<file path="src/rtl/prco_io_pkg.sv">
// Shared definitions for the PRCO core I/O-space peripherals: bus width,
// default clock rate and LED port register addresses.
package prco_io_pkg;

    localparam int IO_DATA_W      = 16;
    localparam int CLK_HZ_DEFAULT = 50_000_000;

    localparam logic [1:0] LED_ADDR_VALUE = 2'd0;
    localparam logic [1:0] LED_ADDR_SET   = 2'd1;
    localparam logic [1:0] LED_ADDR_CLR   = 2'd2;
    localparam logic [1:0] LED_ADDR_CTRL  = 2'd3;

endpackage

</file>
<file path="src/rtl/prco_prescaler.sv">
// Divide-by-DIV tick generator: counts 0..DIV-1 and pulses tick_o for one
// cycle on the terminal count, wrapping to 0. Shared with the UART baud generator.
module prco_prescaler #(
    parameter int DIV = 2
) (
    input  logic clk,
    input  logic rst_n,
    output logic tick_o
);

    localparam int CW = (DIV > 1) ? $clog2(DIV) : 1;

    logic [CW-1:0] cnt_q, cnt_d;
    logic          tick;

    always_comb begin
        tick  = (cnt_q == CW'(DIV - 1));
        cnt_d = tick ? '0 : cnt_q + 1'b1;
    end

    always_ff @(posedge clk or negedge rst_n) begin
        if (!rst_n) begin
            cnt_q <= '0;
        end else begin
            cnt_q <= cnt_d;
        end
    end

    assign tick_o = tick;

endmodule

</file>
<file path="src/rtl/prco_led_port.sv">
// Memory-mapped LED port: VALUE/SET/CLR/CTRL registers, prescaled blink mask,
// registered LED pins. PWM dimming is compiled in with PRCO_LED_PWM_EN.
module prco_led_port
    import prco_io_pkg::*;
#(
    parameter int CLK_HZ   = CLK_HZ_DEFAULT,
    parameter int BLINK_HZ = 2,
    parameter int PWM_BITS = 4
) (
    input  logic                 clk,
    input  logic                 rst_n,
    input  logic                 i_en,
    input  logic                 i_we,
    input  logic [1:0]           i_addr,
    input  logic [IO_DATA_W-1:0] i_data,
    output logic [IO_DATA_W-1:0] o_data,
    output logic                 o_ack,
    output logic [7:0]           o_leds
);

    localparam int BLINK_DIV = CLK_HZ / (2 * BLINK_HZ);

    logic [7:0]           value_q, value_d;
    logic [7:0]           mask_q, mask_d;
    logic                 phase_q, phase_d;
    logic                 ack_q, ack_d;
    logic [IO_DATA_W-1:0] data_q, data_d;
    logic [7:0]           leds_q, leds_d;
    logic                 live_q;
    logic                 tick;
    logic                 strobe;
    logic [7:0]           led_next;
    logic [IO_DATA_W-1:0] ctrl_rd;
    logic [IO_DATA_W-1:0] rd_data;
    logic                 pwm_on;

    prco_prescaler #(
        .DIV (BLINK_DIV)
    ) u_blink_div (
        .clk    (clk),
        .rst_n  (rst_n),
        .tick_o (tick)
    );

    // live_q is low for the first edge after reset release, so a strobe that
    // coincides with the release is dropped rather than half-processed.
    assign strobe = i_en & live_q;

`ifdef PRCO_LED_PWM_EN
    logic [PWM_BITS-1:0] duty_q, duty_d;
    logic [PWM_BITS-1:0] pcnt_q;

    always_comb begin
        duty_d = duty_q;
        if (strobe && i_we && i_addr == LED_ADDR_CTRL) begin
            duty_d = i_data[8 +: PWM_BITS];
        end
    end

    always_ff @(posedge clk or negedge rst_n) begin
        if (!rst_n) begin
            duty_q <= '1;
            pcnt_q <= '0;
        end else begin
            duty_q <= duty_d;
            pcnt_q <= pcnt_q + 1'b1;
        end
    end

    assign pwm_on  = (pcnt_q < duty_q);
    assign ctrl_rd = {{(IO_DATA_W - 8 - PWM_BITS){1'b0}}, duty_q, mask_q};
`else
    assign pwm_on  = 1'b1;
    assign ctrl_rd = {8'h00, mask_q};
`endif

    always_comb begin
        value_d  = value_q;
        mask_d   = mask_q;
        phase_d  = phase_q ^ tick;
        ack_d    = strobe;
        data_d   = '0;
        rd_data  = (i_addr == LED_ADDR_CTRL) ? ctrl_rd : {8'h00, value_q};
        if (strobe) begin
            if (i_we) begin
                case (i_addr)
                    LED_ADDR_VALUE: value_d = i_data[7:0];
                    LED_ADDR_SET:   value_d = value_q | i_data[7:0];
                    LED_ADDR_CLR:   value_d = value_q & ~i_data[7:0];
                    default:        mask_d  = i_data[7:0];
                endcase
            end else begin
                data_d = rd_data;
            end
        end
        // Pins follow the registered VALUE/phase, hence the extra cycle of latency.
        led_next = value_q ^ (mask_q & {8{phase_q}});
        leds_d   = led_next & {8{pwm_on}};
    end

    always_ff @(posedge clk or negedge rst_n) begin
        if (!rst_n) begin
            value_q <= '0;
            mask_q  <= '0;
            phase_q <= 1'b0;
            ack_q   <= 1'b0;
            data_q  <= '0;
            leds_q  <= '0;
            live_q  <= 1'b0;
        end else begin
            value_q <= value_d;
            mask_q  <= mask_d;
            phase_q <= phase_d;
            ack_q   <= ack_d;
            data_q  <= data_d;
            leds_q  <= leds_d;
            live_q  <= 1'b1;
        end
    end

    logic unused_ok;
    assign unused_ok = ^{i_data[15:8], PWM_BITS[0]};

    assign o_ack  = ack_q;
    assign o_data = data_q;
    assign o_leds = leds_q;

endmodule
</file>
<file path="config.mk">
export PLATFORM = sky130hd
export DESIGN_NAME = prco_led_port
export DESIGN_NICKNAME = d
export VERILOG_FILES = /design/src/rtl/prco_io_pkg.sv /design/src/rtl/prco_prescaler.sv /design/src/rtl/prco_led_port.sv
export SDC_FILE = /design/constraint.sdc
export NUM_CORES = 1
export LEC_CHECK = 0
export ABC_CLOCK_PERIOD_IN_PS = 2800
export BUFFER_PORTS_ARGS = -buffer_cell sky130_fd_sc_hd__buf_2
export CAP_MARGIN = 20
export CORE_MARGIN = 5
export CORE_UTILIZATION = 56
export DETAILED_ROUTE_END_ITERATION = 8
export GPL_ROUTABILITY_DRIVEN = 0
export PLACE_DENSITY = 0.8
export SLEW_MARGIN = 20
export SYNTH_ARGS = -nofsm -noshare
export SYNTH_HDL_FRONTEND = slang
export SYNTH_SLANG_ARGS = --single-unit
</file>
<file path="constraint.sdc">
create_clock -name clk -period 2.8 [get_ports clk]
set_clock_uncertainty 0.15 [all_clocks]
set_input_delay 0.14 -clock clk [delete_from_list [all_inputs] [get_ports clk]]
set_output_delay 0.14 -clock clk [all_outputs]
set_load 0.02 [all_outputs]
</file>
==> flow_summary.yaml <==
run_status:
  status: "complete, no violations"
placed_design:
  numPortBuffers: 30
  place_ws_ps: 599
  dp_hpwl_um: 3830
yosys:
  synth_seq_cells: 59
  yosys-top-cells-area: "dfrtp_1, xnor2_1, mux2i_1, a21oi_1, nor2_1"
  synth_xor_area_share_pct: 7.17
  synth_top_family_by_area: "simple AND/OR/NAND/NOR gates"
  yosysUniqueCellTypes: 40
  synth_top_area_share_pct: 52.5
  synth_warnings: 0
  yosysTopAreaCell: "dfrtp_1"
  synth_area_per_cell_sq_um: 10.7
  postSynthCellCount: 262
  syn_area_sq_um: 2810
  synthSimpleGateAreaFrac_pct: 19.5
  synth_compound_area_share_pct: 7.25
  synthMuxAreaShare_pct: 7.48
  yosysSeqAreaShare_pct: 52.5
  synth_adder_area_share_pct: 1.78
timing:
  layout_min_cycle_time_ps: 2190
  fmaxAchievable_mhz: 456
  rsz0062_at_grt: "no"
  slew_headroom_pct: 35.2
  fin_ws_ps: 608
  hold_ws_ps: 179
  setup_viol: 0
  period_share_pct: 78.3
  finalMaxSlewViolations: 0
  setup_tns_ps: 0
  hold_viol_final: 0
  worstMarginPinSlew_ps: 969
route:
  viasPerCell: 5.46
  first_pass_iters: 4
  drc: 0
  ant_nets: 0
  wirelength_um: 5600
  vias: 2079
  wl_per_cell_um: 14.7
  drt_iter0_markers: 177
grt:
  grt_pass1_vias: 2047
  grt_pass1_wl_um: 9850
  grt_antenna_before_repair: 0
  grtUsageTotal_pct: 19.9
  overflow: 0
  grt_max_degree: 25
critical_path:
  arrival_ps: 2240
  cp-end-kind: "flop"
  critPathMaxFanout: 8
  start_kind: "flop"
  required_ps: 2850
  path_class: "reg2reg"
finish:
  post-route-util_pct: 69.1
  regArea_sq_um: 1480
  fin_nets: 335
  diodes: 0
  area_growth_pct: 17.6
  multi_input_area_sq_um: 1250
  drive_gt1_share_pct: 21.7
  fill_cells: 348
cts:
  cts_tree: "done"
  clockBufferDepth: 2
  cts-resized-gates: 0
  cts_max_level: 3
  cts_buffers: 9
  cts_num_sinks: 59
  root_buffer: "clkbuf_8"
  clk_pin_slew_ps: 70
  clk_latency_ps: 330
floorplan:
  die-height_um: 80.9
  fp.dieW_um: 80.9
  core.rowCount: 25
  die_area_sq_um: 6540
  start_util_pct: 58.7
  coreArea_sq_um: 4790
  ios: 47
power:
  leakage_nw: 1.52
  pwr_density_cell_nw_per_um2: 615
  ir_drop_mv: 0.462
min_path:
  hold_path.class: "in2async"
run:
  drv_cap: 0
per-stage QoR:
stage / instances / power [mW] / instance area [sq um]
2_1_floorplan: 269 / 1.20 / 2840
5_1_grt: 381 / 2.15 / 3310
6_report: 381 / 2.04 / 3310
3_5_place_dp: 355 / 1.29 / 3010
4_1_cts: 381 / 2.05 / 3310
3_3_place_gp: 355 / 1.28 / 3010
timing repair:
action | in CTS | in global routing
endpoints found under the hold margin | 39 | 0
hold buffers | 10 | 0
buffers inserted | 0 | 0
worst max-delay path, stage by stage (launching register included):
cell and delay [ps]:
dfrtp_1 390, ha_1 270, nand4_4 170, or4_2 570, nor3_1 380, o22ai_1 120
power by group:
| part | switching (mW) | leakage, nW | internal, mW |
|---|---|---|---|
| registers | 0.0563 | 0.758 | 0.945 |
| clock network | 0.344 | 0.0950 | 0.407 |
| logic | 0.161 | 0.663 | 0.123 |
synth_stat cells:
cell	n
nor2_1	25
xor2_1	9
nand4_4	2
nand2b_1	2
mux2_2	8
or4_1	2
and3_1	1
ha_1	4
conb_1	2
o22ai_1	8
a31oi_1	1
o31ai_1	2
and4_2	1
and4_1	4
mux2i_1	12
o41ai_1	1
nor3_1	5
and2_1	1
o21ai_0	2
or4_2	1
buf_2	1
dfrtp_1	59
xnor2_1	14
nand4b_1	1
nand4_1	4
a41oi_1	1
clkbuf_1	4
buf_1	2
nand2_1	17
inv_1	5
nor4_2	1
nand3_1	12
nor4_1	4
or3_4	1
or3_1	2
a21oi_1	21
buf_4	9
or2_2	2
or4_4	1
nor2b_1	8
flip-flops by register name, indices dropped and copies added, names as in the netlist:
| register | cells |
|---|---|
| o_leds | 8 |
| live_q | 1 |
| o_ack | 1 |
| value_q | 8 |
| u_blink_div.cnt_q | 24 |
| mask_q | 8 |
| phase_q | 1 |
| o_data | 8 |
layout by cell type, fill, tap and decap left out, types with 2 or more instances in the layout:
cell and count:
a21oi_1 21, and4_1 4, buf_2 30, buf_4 5
clkbuf_8 9, clkinv_2 3, clkinvlp_4 2, conb_1 9
dfrtp_1 59, dlygate4sd3_1 10, ha_1 4, inv_1 5
mux2_2 8, mux2i_1 12, nand2_1 17, nand2b_1 2
nand3_1 12, nand4_1 4, nand4_4 2, nor2_1 25
nor2b_1 8, nor3_1 5, nor4_1 4, o21ai_0 2
o22ai_1 8, o31ai_1 2, or2_2 2, or3_1 2
or4_1 2, xnor2_1 14, xor2_1 9
cells by family after synthesis:
logic type / Yosys count
compound gates: 36
simple gates: 97
flops: 59
other cells: 2
buf+inv: 21
xor+xnor: 23
fa+ha+maj: 4
mux: 20
layer usage:
layer  global-route usage, %  wire length, um
met4                    7.60              109
met3                    6.54              286
met2                    31.5             2730
met5                       0                0
met1                    25.5             2470
layout make-up:
cell class | count | area share, %
Clock buffer | 9 | 3.75
Clock inverter | 7 | 2.08
Inverter | 5 | 0.568
Multi-Input combinational cell | 189 | 37.7
Sequential cell | 59 | 44.6
Tap cell | 67 | 2.53
Timing Repair Buffer | 45 | 8.70
path summary, 6_finish.rpt:
kind                                           startpoint                               to  slack (ps)  cells past startpoint
max                        u_blink_div.cnt_q[1]$_DFF_PN0_  u_blink_div.cnt_q[15]$_DFF_PN0_         610                      5
min                                                 rst_n                  o_ack$_DFF_PN0_         180                      2
max reg2reg                u_blink_div.cnt_q[1]$_DFF_PN0_  u_blink_div.cnt_q[15]$_DFF_PN0_         610                      5
min reg2reg                u_blink_div.cnt_q[0]$_DFF_PN0_   u_blink_div.cnt_q[0]$_DFF_PN0_         330                      1
max in group asynchronous                           rst_n              o_leds[6]$_DFF_PN0_        1660                      3
min in group clk                                     i_we              o_data[4]$_DFF_PN0_         220                      3
Note: power is estimated with default switching activity, not from simulation.
